$ cat config.mk
export PLATFORM = sky130hd
export DESIGN_NAME = key_load_ctrl_flat
export DESIGN_NICKNAME = d
export VERILOG_FILES = /design/src/rtl/key_load_ctrl_pkg.sv /design/src/rtl/key_load_ctrl_if.sv /design/src/rtl/key_load_ctrl_word_idx.sv /design/src/rtl/key_load_ctrl.sv /design/src/flat_wrapper.sv
export SDC_FILE = /design/constraint.sdc
export NUM_CORES = 1
export LEC_CHECK = 0
export ABC_AREA = 1
export ABC_CLOCK_PERIOD_IN_PS = 1500
export CORE_ASPECT_RATIO = 1.75
export CORE_MARGIN = 1
export CORE_UTILIZATION = 26
export CTS_BUF_LIST = sky130_fd_sc_hd__clkbuf_16
export CTS_CLUSTER_SIZE = 40
export DETAILED_ROUTE_END_ITERATION = 16
export GPL_TIMING_DRIVEN = 1
export PLACE_DENSITY = 0.8
export SETUP_SLACK_MARGIN = 0.15
export SKIP_LAST_GASP = 1
export SLEW_MARGIN = 30
export SYNTH_ARGS = -nofsm -noshare
export SYNTH_HDL_FRONTEND = slang
export SYNTH_HIERARCHICAL = 1
export SYNTH_SLANG_ARGS = --single-unit
$ cat constraint.sdc
create_clock -name clk -period 1.5 [get_ports clk]
set_input_delay 0.375 -clock clk [delete_from_list [all_inputs] [get_ports clk]]
set_output_delay 0.375 -clock clk [all_outputs]
set_load 0.05 [all_outputs]
$ cat src/rtl/key_load_ctrl_pkg.sv
// key_ctrl_pkg: shared types and constants for the key load controller.
//   key_state_t     - controller FSM states
//   KEY_IDX_W       - key word index width
//   WDOG_W          - FETCH watchdog width (KEY_TIMEOUT_EN builds)
//   TIMEOUT_CYC_DEF - default watchdog limit
//   DATA_W_DEF      - default key word width
package key_ctrl_pkg;

    localparam int unsigned KEY_IDX_W       = 2;
    localparam int unsigned WDOG_W          = 8;
    localparam int unsigned TIMEOUT_CYC_DEF = 255;
    localparam int unsigned DATA_W_DEF      = 32;

    typedef enum logic [2:0] {
        IDLE  = 3'd0,
        FETCH = 3'd1,
        LOAD  = 3'd2,
        READY = 3'd3,
        RUN   = 3'd4
    } key_state_t;

endpackage

$ cat src/rtl/key_load_ctrl_if.sv
// key_load_ctrl_if: host key FIFO, key register file and cipher handshake
// signals of the key load controller.
//   master - controller side: pops FIFO, writes key words, grants jobs
//   slave  - environment side: FIFO, key register file, job requester, cipher
interface key_load_ctrl_if
    import key_ctrl_pkg::*;
#(
    parameter int unsigned DATA_W = DATA_W_DEF
);

    logic                 load_req;
    logic                 key_clear;
    logic                 fifo_empty;
    logic [DATA_W-1:0]    fifo_rdata;
    logic                 fifo_rd;
    logic                 key_wr_en;
    logic [KEY_IDX_W-1:0] key_sel;
    logic [DATA_W-1:0]    key_wdata;
    logic                 key_valid;
    logic                 enc_req;
    logic                 enc_gnt;
    logic                 cipher_start;
    logic                 cipher_done;
    logic                 key_err;

    modport master (
        input  load_req, key_clear, fifo_empty, fifo_rdata, enc_req, cipher_done,
        output fifo_rd, key_wr_en, key_sel, key_wdata, key_valid, enc_gnt,
               cipher_start, key_err
    );

    modport slave (
        output load_req, key_clear, fifo_empty, fifo_rdata, enc_req, cipher_done,
        input  fifo_rd, key_wr_en, key_sel, key_wdata, key_valid, enc_gnt,
               cipher_start, key_err
    );

endinterface

$ cat src/rtl/key_load_ctrl_word_idx.sv
// key_word_idx: key word index counter for the load sequence.
//   clk, rst - clock, synchronous active-high reset
//   clear_i  - return index to 0 (wins over incr_i)
//   incr_i   - advance to next word, wrapping after the last one
//   idx_o    - current word index
//   last_o   - index is at the final key word (KEY_WORDS-1)
module key_word_idx
    import key_ctrl_pkg::*;
#(
    parameter int unsigned KEY_WORDS = 3
) (
    input  logic                 clk,
    input  logic                 rst,
    input  logic                 clear_i,
    input  logic                 incr_i,
    output logic [KEY_IDX_W-1:0] idx_o,
    output logic                 last_o
);

    logic [KEY_IDX_W-1:0] idx_q, idx_d;

    assign idx_o  = idx_q;
    assign last_o = (idx_q == KEY_IDX_W'(KEY_WORDS - 1));

    // Wrap on the last word so the index never exceeds KEY_WORDS-1.
    always_comb begin
        idx_d = idx_q;
        if (clear_i) begin
            idx_d = '0;
        end else if (incr_i) begin
            idx_d = last_o ? '0 : idx_q + KEY_IDX_W'(1);
        end
    end

    always_ff @(posedge clk) begin
        if (rst) begin
            idx_q <= '0;
        end else begin
            idx_q <= idx_d;
        end
    end

endmodule

$ cat src/rtl/key_load_ctrl.sv
// key_load_ctrl: loads a KEY_WORDS-word key from the host key FIFO into the
// cipher key register file, then grants encryption jobs against that key.
//   clk, rst - clock, synchronous active-high reset
//   bus      - key_load_ctrl_if.master: FIFO pop, key write, job handshake
// Optional build macro KEY_TIMEOUT_EN adds an empty-FIFO watchdog in FETCH
// that aborts the load and raises the sticky key_err flag.
module key_load_ctrl
    import key_ctrl_pkg::*;
#(
    parameter int unsigned KEY_WORDS   = 3,
    parameter int unsigned DATA_W      = DATA_W_DEF,
    parameter int unsigned TIMEOUT_CYC = TIMEOUT_CYC_DEF
) (
    input  logic            clk,
    input  logic            rst,
    key_load_ctrl_if.master bus
);

    // Elaboration-time range checks on the configuration.
    if (KEY_WORDS < 2 || KEY_WORDS > 4) begin : g_bad_key_words
        $error("key_load_ctrl: KEY_WORDS must be 2..4");
    end
    if (TIMEOUT_CYC < 1 || TIMEOUT_CYC > 255) begin : g_bad_timeout
        $error("key_load_ctrl: TIMEOUT_CYC must be 1..255");
    end

    key_state_t           state_q, state_d;
    logic                 idx_clr_c;
    logic                 idx_inc_c;
    logic                 grant_c;
    logic [KEY_IDX_W-1:0] idx;
    logic                 idx_last;
    logic [DATA_W-1:0]    wdata_c;

    key_word_idx #(
        .KEY_WORDS (KEY_WORDS)
    ) u_idx (
        .clk     (clk),
        .rst     (rst),
        .clear_i (idx_clr_c),
        .incr_i  (idx_inc_c),
        .idx_o   (idx),
        .last_o  (idx_last)
    );

`ifdef KEY_TIMEOUT_EN
    logic [WDOG_W-1:0] wdog_q, wdog_d;
    logic              err_q, err_d;
    logic              timeout_c;

    // Fires on the TIMEOUT_CYC-th consecutive-count empty FETCH cycle.
    assign timeout_c = (state_q == FETCH) && bus.fifo_empty &&
                       (wdog_q == WDOG_W'(TIMEOUT_CYC - 1));

    // Held at 0 outside FETCH, so every entry into FETCH starts from 0.
    always_comb begin
        wdog_d = '0;
        if (state_q == FETCH) begin
            wdog_d = bus.fifo_empty ? wdog_q + WDOG_W'(1) : wdog_q;
        end
    end

    // Sticky error: set by a timeout, cleared only by an accepted load.
    always_comb begin
        err_d = err_q;
        if (!bus.key_clear) begin
            if (state_q == IDLE && bus.load_req) begin
                err_d = 1'b0;
            end else if (timeout_c) begin
                err_d = 1'b1;
            end
        end
    end

    always_ff @(posedge clk) begin
        if (rst) begin
            wdog_q <= '0;
            err_q  <= 1'b0;
        end else begin
            wdog_q <= wdog_d;
            err_q  <= err_d;
        end
    end

    assign bus.key_err = err_q;
`else
    assign bus.key_err = 1'b0;
`endif

    // Next-state, index control and the Mealy job grant.
    always_comb begin
        state_d   = state_q;
        idx_clr_c = 1'b0;
        idx_inc_c = 1'b0;
        grant_c   = 1'b0;

        unique case (state_q)
            IDLE: begin
                if (bus.load_req) begin
                    state_d   = FETCH;
                    idx_clr_c = 1'b1;
                end
            end
            FETCH: begin
                if (!bus.fifo_empty) begin
                    state_d = LOAD;
`ifdef KEY_TIMEOUT_EN
                end else if (timeout_c) begin
                    state_d   = IDLE;
                    idx_clr_c = 1'b1;
`endif
                end
            end
            LOAD: begin
                if (idx_last) begin
                    state_d   = READY;
                    idx_clr_c = 1'b1;
                end else begin
                    state_d   = FETCH;
                    idx_inc_c = 1'b1;
                end
            end
            READY: begin
                if (bus.load_req) begin
                    state_d   = FETCH;
                    idx_clr_c = 1'b1;
                end else if (bus.enc_req) begin
                    state_d = RUN;
                    grant_c = 1'b1;
                end
            end
            RUN: begin
                // A reload abandons the job; its cipher_done arrives outside RUN.
                if (bus.load_req) begin
                    state_d   = FETCH;
                    idx_clr_c = 1'b1;
                end else if (bus.cipher_done) begin
                    state_d = READY;
                end
            end
            default: begin
                state_d   = IDLE;
                idx_clr_c = 1'b1;
            end
        endcase

        // Clear outranks every other request in every state.
        if (bus.key_clear) begin
            state_d   = IDLE;
            idx_clr_c = 1'b1;
            idx_inc_c = 1'b0;
            grant_c   = 1'b0;
        end
    end

    always_ff @(posedge clk) begin
        if (rst) begin
            state_q <= IDLE;
        end else begin
            state_q <= state_d;
        end
    end

    // Pop is combinational on the empty flag so a word moves every two cycles.
    assign bus.fifo_rd      = (state_q == FETCH) && !bus.fifo_empty;
    assign bus.key_wr_en    = (state_q == LOAD);
    assign bus.key_sel      = (state_q == LOAD) ? idx : '0;
    assign wdata_c          = (state_q == LOAD) ? bus.fifo_rdata : '0;
    assign bus.key_wdata    = wdata_c;
    assign bus.key_valid    = (state_q == READY) || (state_q == RUN);
    assign bus.enc_gnt      = grant_c;
    assign bus.cipher_start = grant_c;

endmodule
$ cat src/flat_wrapper.sv
// flat-port wrapper written by rule: the top's interface ports become plain ports
module key_load_ctrl_flat import key_ctrl_pkg::*;
#(
    parameter int unsigned KEY_WORDS   = 3,
    parameter int unsigned DATA_W      = DATA_W_DEF,
    parameter int unsigned TIMEOUT_CYC = TIMEOUT_CYC_DEF
)
  (clk, rst, bus_load_req, bus_key_clear, bus_fifo_empty, bus_fifo_rdata, bus_enc_req, bus_cipher_done, bus_fifo_rd, bus_key_wr_en, bus_key_sel, bus_key_wdata, bus_key_valid, bus_enc_gnt, bus_cipher_start, bus_key_err);
  key_load_ctrl_if #(.DATA_W(DATA_W)) bus_i ();
  input  logic clk;
  input  logic rst;
  input wire logic [$bits(bus_i.load_req)-1:0] bus_load_req;
  input wire logic [$bits(bus_i.key_clear)-1:0] bus_key_clear;
  input wire logic [$bits(bus_i.fifo_empty)-1:0] bus_fifo_empty;
  input wire logic [$bits(bus_i.fifo_rdata)-1:0] bus_fifo_rdata;
  input wire logic [$bits(bus_i.enc_req)-1:0] bus_enc_req;
  input wire logic [$bits(bus_i.cipher_done)-1:0] bus_cipher_done;
  output wire logic [$bits(bus_i.fifo_rd)-1:0] bus_fifo_rd;
  output wire logic [$bits(bus_i.key_wr_en)-1:0] bus_key_wr_en;
  output wire logic [$bits(bus_i.key_sel)-1:0] bus_key_sel;
  output wire logic [$bits(bus_i.key_wdata)-1:0] bus_key_wdata;
  output wire logic [$bits(bus_i.key_valid)-1:0] bus_key_valid;
  output wire logic [$bits(bus_i.enc_gnt)-1:0] bus_enc_gnt;
  output wire logic [$bits(bus_i.cipher_start)-1:0] bus_cipher_start;
  output wire logic [$bits(bus_i.key_err)-1:0] bus_key_err;
  assign bus_i.load_req = bus_load_req;
  assign bus_i.key_clear = bus_key_clear;
  assign bus_i.fifo_empty = bus_fifo_empty;
  assign bus_i.fifo_rdata = bus_fifo_rdata;
  assign bus_i.enc_req = bus_enc_req;
  assign bus_i.cipher_done = bus_cipher_done;
  assign bus_fifo_rd = bus_i.fifo_rd;
  assign bus_key_wr_en = bus_i.key_wr_en;
  assign bus_key_sel = bus_i.key_sel;
  assign bus_key_wdata = bus_i.key_wdata;
  assign bus_key_valid = bus_i.key_valid;
  assign bus_enc_gnt = bus_i.enc_gnt;
  assign bus_cipher_start = bus_i.cipher_start;
  assign bus_key_err = bus_i.key_err;
  key_load_ctrl #(.KEY_WORDS(KEY_WORDS), .DATA_W(DATA_W), .TIMEOUT_CYC(TIMEOUT_CYC)) u_core (.clk(clk), .rst(rst), .bus(bus_i));
endmodule
==> results.json, run 1 <==
{
  "post_cts_buffers": 3,
  "yosysWarnings": 6,
  "htree_levels": 1,
  "ios": 79,
  "netlist_area_um2": 658,
  "die_width_um": 40.0,
  "stop_stage": "clock tree synthesis (4_1_cts)",
  "rows": 23,
  "die_h_um": 68.6,
  "synth-seq-area-share": 0.152,
  "holdBufCountCts": 0,
  "dp_hpwl_mm": 3.07,
  "ctsRootBufferMaster": "clkbuf_16",
  "start_util": 0.282,
  "cts_sinks": 5,
  "error_line": "[ERROR DPL-0033] detailed placement checks failed during check placement.",
  "io_buffer_count": 77,
  "syn_avg_cell_area_um2": 4.80,
  "gp_congestion": 0.775,
  "yosys.cell_types.count": 15,
  "ys_seq_elements": 5,
  "numCtsBuffers": 3,
  "syn-num-nets": 176,
  "synthCells": 137,
  "post_cts_resized": 18,
  "clockBufferDepth": 2,
  "run_status": "aborted with a tool error"
}
[cell usage after synthesis, drive strengths merged]
| cell type | instances | area share |
|---|---|---|
| dfxtp | 5 | 0.15 |
| conb | 1 | 0.0057 |
| nand3 | 7 | 0.053 |
| inv | 42 | 0.24 |
| or2 | 1 | 0.0095 |
| buf | 5 | 0.074 |
| o21ai | 1 | 0.0076 |
| nor2 | 50 | 0.30 |
| nor3 | 1 | 0.0076 |
| nand2 | 18 | 0.10 |
| a31oi | 1 | 0.0095 |
| a21oi | 5 | 0.038 |
[logic make-up after synthesis]
kind of cell           synth area share
and+or+nand+nor                   0.473
AOI/OAI and AO/OA                0.0551
other                           0.00570
DFF                               0.152
buffers and inverters             0.314
[stage by stage]
| step | worst slack, ps | hold WS (ps) | util | cell area, µm² | std cells |
|---|---|---|---|---|---|
| 2_1_floorplan | -261 | 502 | - | 960 | 137 |
| 3_3_place_gp | -182 | 524 | 0.922 | 2150 | 244 |
| 3_5_place_dp | -283 | 575 | 0.922 | 2150 | 244 |
==> run 2: changes to the inputs <==
Settings changed: CORE_AREA from default to 2 2 63 65, CORE_ASPECT_RATIO 1.75 to default, CORE_MARGIN 1 to default, CORE_UTILIZATION 26 to default, CTS_BUF_LIST sky130_fd_sc_hd__clkbuf_16 to default, CTS_CLUSTER_SIZE 40 to default, DIE_AREA from default to 0 0 65 67, PLACE_DENSITY 0.8 to default, PLACE_DENSITY_LB_ADDON from default to 0.15, SETUP_SLACK_MARGIN 0.15 to default.
==> run 2 against run 1 <==
- synthesized area stayed put
- the flow now finishes, with violations (setup timing)
- synthesized cell count stayed put
==> results.json, run 2 <==
{
  "routed.top_layer": "met4",
  "timing.rr.end": "u_core/u_idx/idx_o[1]$_SDFFE_PP0P_",
  "synth-seq-area-share": 0.152,
  "drtPass1Iterations": 5,
  "syn-num-nets": 176,
  "clk_latency_ps": 230,
  "fp.coreArea_mm2": 0.00361,
  "cts_tree": "done",
  "wl_met2_mm": 1.91,
  "synthCells": 137,
  "total_power_mw": 0.701,
  "ir_drop_uv": 345,
  "largest_register": "u_core/state_q",
  "clockBufferDepth": 2,
  "worst_ep_arrival_time_ps": 1370,
  "place_area_mm2": 0.00229,
  "path_max_fanout": 14,
  "final_nets": 282,
  "grt_max_degree": 15,
  "final_cell_mix": "44 x buf_12, 41 x nor2_4, 39 x inv_1",
  "leakage_nw": 1.07,
  "die_h_um": 67,
  "final_area_mm2": 0.00249,
  "slew_violations": 0,
  "path_clk_slew_ps": 40,
  "async_flop_share": 0,
  "drc": 0,
  "syn_avg_cell_area_um2": 4.80,
  "cp_common_cell": "nor2_4",
  "critPathKind": "register to output port",
  "required_ps": 1120,
  "yosys.cell_types.count": 15,
  "start_util": 0.183,
  "r2r_setup_slack_ps": -50,
  "ios": 79,
  "first_iter_violations": 15,
  "fin_skew_ps": 1.55,
  "antenna_left": 0,
  "slowest_delay_ps": 320,
  "gr-total-overflow": 0,
  "wl_per_cell_um": 11.9,
  "htree_levels": 1,
  "final_common_cell": "buf_12",
  "pre_cts_slack_ps": -237,
  "crit_chain": "inv_2 -> nand2_2 -> nor2_4 -> inv_8 -> buf_4 -> nor2_4 -> buf_12",
  "ys.flop_type": "dfxtp_1",
  "antenna_found_initial": 0,
  "die_width_um": 65,
  "grt_pass1_wl_mm": 5.42,
  "reg2reg_depth": 10,
  "yosys.area.top_type_share": 0.262,
  "run_status": "complete, but fails checks",
  "rr_startpoint": "u_core/state_q[2]$_SDFFE_PP0P_",
  "drive_above_1_share": 0.521,
  "cts_sinks": 5,
  "numCtsBuffers": 3,
  "dp_hpwl_mm": 2.68,
  "rows": 22,
  "io_buffer_count": 77,
  "netlist_area_um2": 658,
  "largest_register_ff_count": 3,
  "hold_viol_final": 0,
  "finalSetupViolCount": 40,
  "synthTopCellsByCount": "46 x nor2_1, 40 x inv_1, 18 x nand2_1",
  "holdBufCountCts": 0,
  "antennaDiodeCount": 0,
  "wl_mm": 3.44,
  "drv_cap": 0,
  "critical_path.startpoint": "u_core/state_q[2]$_SDFFE_PP0P_",
  "worst_path_max_delay_cell": "dfxtp_2",
  "violations": "setup timing",
  "synthMostInstantiatedCell": "nor2_1",
  "hold_class": "register to register",
  "ys_seq_elements": 5,
  "max_clock_freq_ghz": 0.574,
  "fillers": 283,
  "grt_pass1_vias": 1199,
  "ctsRootBufferMaster": "clkbuf_8",
  "drt-met1-wl_mm": 1.20,
  "post-route-period-util": 1.16,
  "rsz0062_at_grt": "yes",
  "synth_largest_area_cell": "nor2_1",
  "setup.worst_path.end": "bus_key_wdata[18]",
  "cp-start-kind": "register",
  "p_per_area_mw_per_mm2": 282,
  "end_kind": "output port",
  "die_area_mm2": 0.00436,
  "fin_crit_ps": 1740,
  "route.vias.total": 1212,
  "grt_usage": 0.160,
  "via_per_inst": 4.18,
  "ys_top_cells_by_area": "nor2_1 26%, inv_1 23%, dfxtp_1 15%",
  "syn2layout_area_growth_pct": 279,
  "finalWorstSetupSlack_ps": -241,
  "yosysWarnings": 6,
  "wl_met3_um": 273,
  "synth_enable_flop_cells": 0,
  "gp_congestion": 0.814
}
[run 2: cell counts after synthesis]
No cell type changed its count.
[run 2: layer usage]
layer  vias up  track usage
li1        589            -
met1       554        0.175
met2        62        0.311
met3         7       0.0236
met4         0       0.0559
met5         -            0
[run 2: repair_timing]
action	in CTS	in global routing
gates resized for setup	15	8
pin swaps	5	9
buffers inserted	10	4
endpoints found under the setup margin	38	41
[run 2: kinds of logic (layout without fill, tap and decap cells)]
kind of cell / after synthesis / in the layout / share of synthesized area
buffers and inverters: 47 / 152 / 0.314
AOI/OAI and AO/OA: 7 / 7 / 0.0551
other: 1 / 1 / 0.00570
and+or+nand+nor: 77 / 77 / 0.473
DFF: 5 / 5 / 0.152
[run 2: worst min path at each step]
stage	depth (start not counted)	slack, ps	end	start
global route	2	610	u_core/u_idx/idx_o[0]$_SDFFE_PP0P_	u_core/u_idx/idx_o[0]$_SDFFE_PP0P_
floorplan	2	500	u_core/u_idx/idx_o[0]$_SDFFE_PP0P_	u_core/u_idx/idx_o[0]$_SDFFE_PP0P_
detailed placement	2	560	u_core/u_idx/idx_o[0]$_SDFFE_PP0P_	u_core/u_idx/idx_o[0]$_SDFFE_PP0P_
global placement	2	520	u_core/u_idx/idx_o[0]$_SDFFE_PP0P_	u_core/u_idx/idx_o[0]$_SDFFE_PP0P_
CTS	2	560	u_core/u_idx/idx_o[0]$_SDFFE_PP0P_	u_core/u_idx/idx_o[0]$_SDFFE_PP0P_
finish	3	550	u_core/u_idx/idx_o[0]$_SDFFE_PP0P_	u_core/u_idx/idx_o[0]$_SDFFE_PP0P_
[run 2: cell type report]
class	instances	area, µm²	area share
inverters	42	165	0.0663
multi-input cells	85	676	0.271
well taps	48	60.1	0.0241
repair buffers	106	1440	0.579
flip-flops and latches	5	104	0.0417
clock buffers	4	45.0	0.0181
[run 2: report_power, final]
group | switching, mW | internal, mW
clock network | 0.0729 | 0.183
registers | 0.00294 | 0.136
logic | 0.144 | 0.162
total | 0.220 | 0.482
[run 2: critical path, delay by kind of cell, from the launching register on]
family	cells	cell delay, ps
AND/OR/NAND/NOR	3	350
buffers and inverters	4	460
flip-flops	1	320
[run 2: stage by stage]
| step | hold WS (ps) | setup TNS, ps | utilization | cells |
|---|---|---|---|---|
| 5_1_grt | 608 | -9970 | 0.691 | 290 |
| 6_report | 551 | -7830 | 0.691 | 290 |
| 2_1_floorplan | 502 | -8110 | - | 137 |
| 3_5_place_dp | 558 | -1710 | 0.635 | 274 |
| 4_1_cts | 564 | -6520 | 0.679 | 288 |
| 3_3_place_gp | 519 | -1040 | 0.635 | 274 |
No activity file was read; power rests on OpenSTA's default activity.
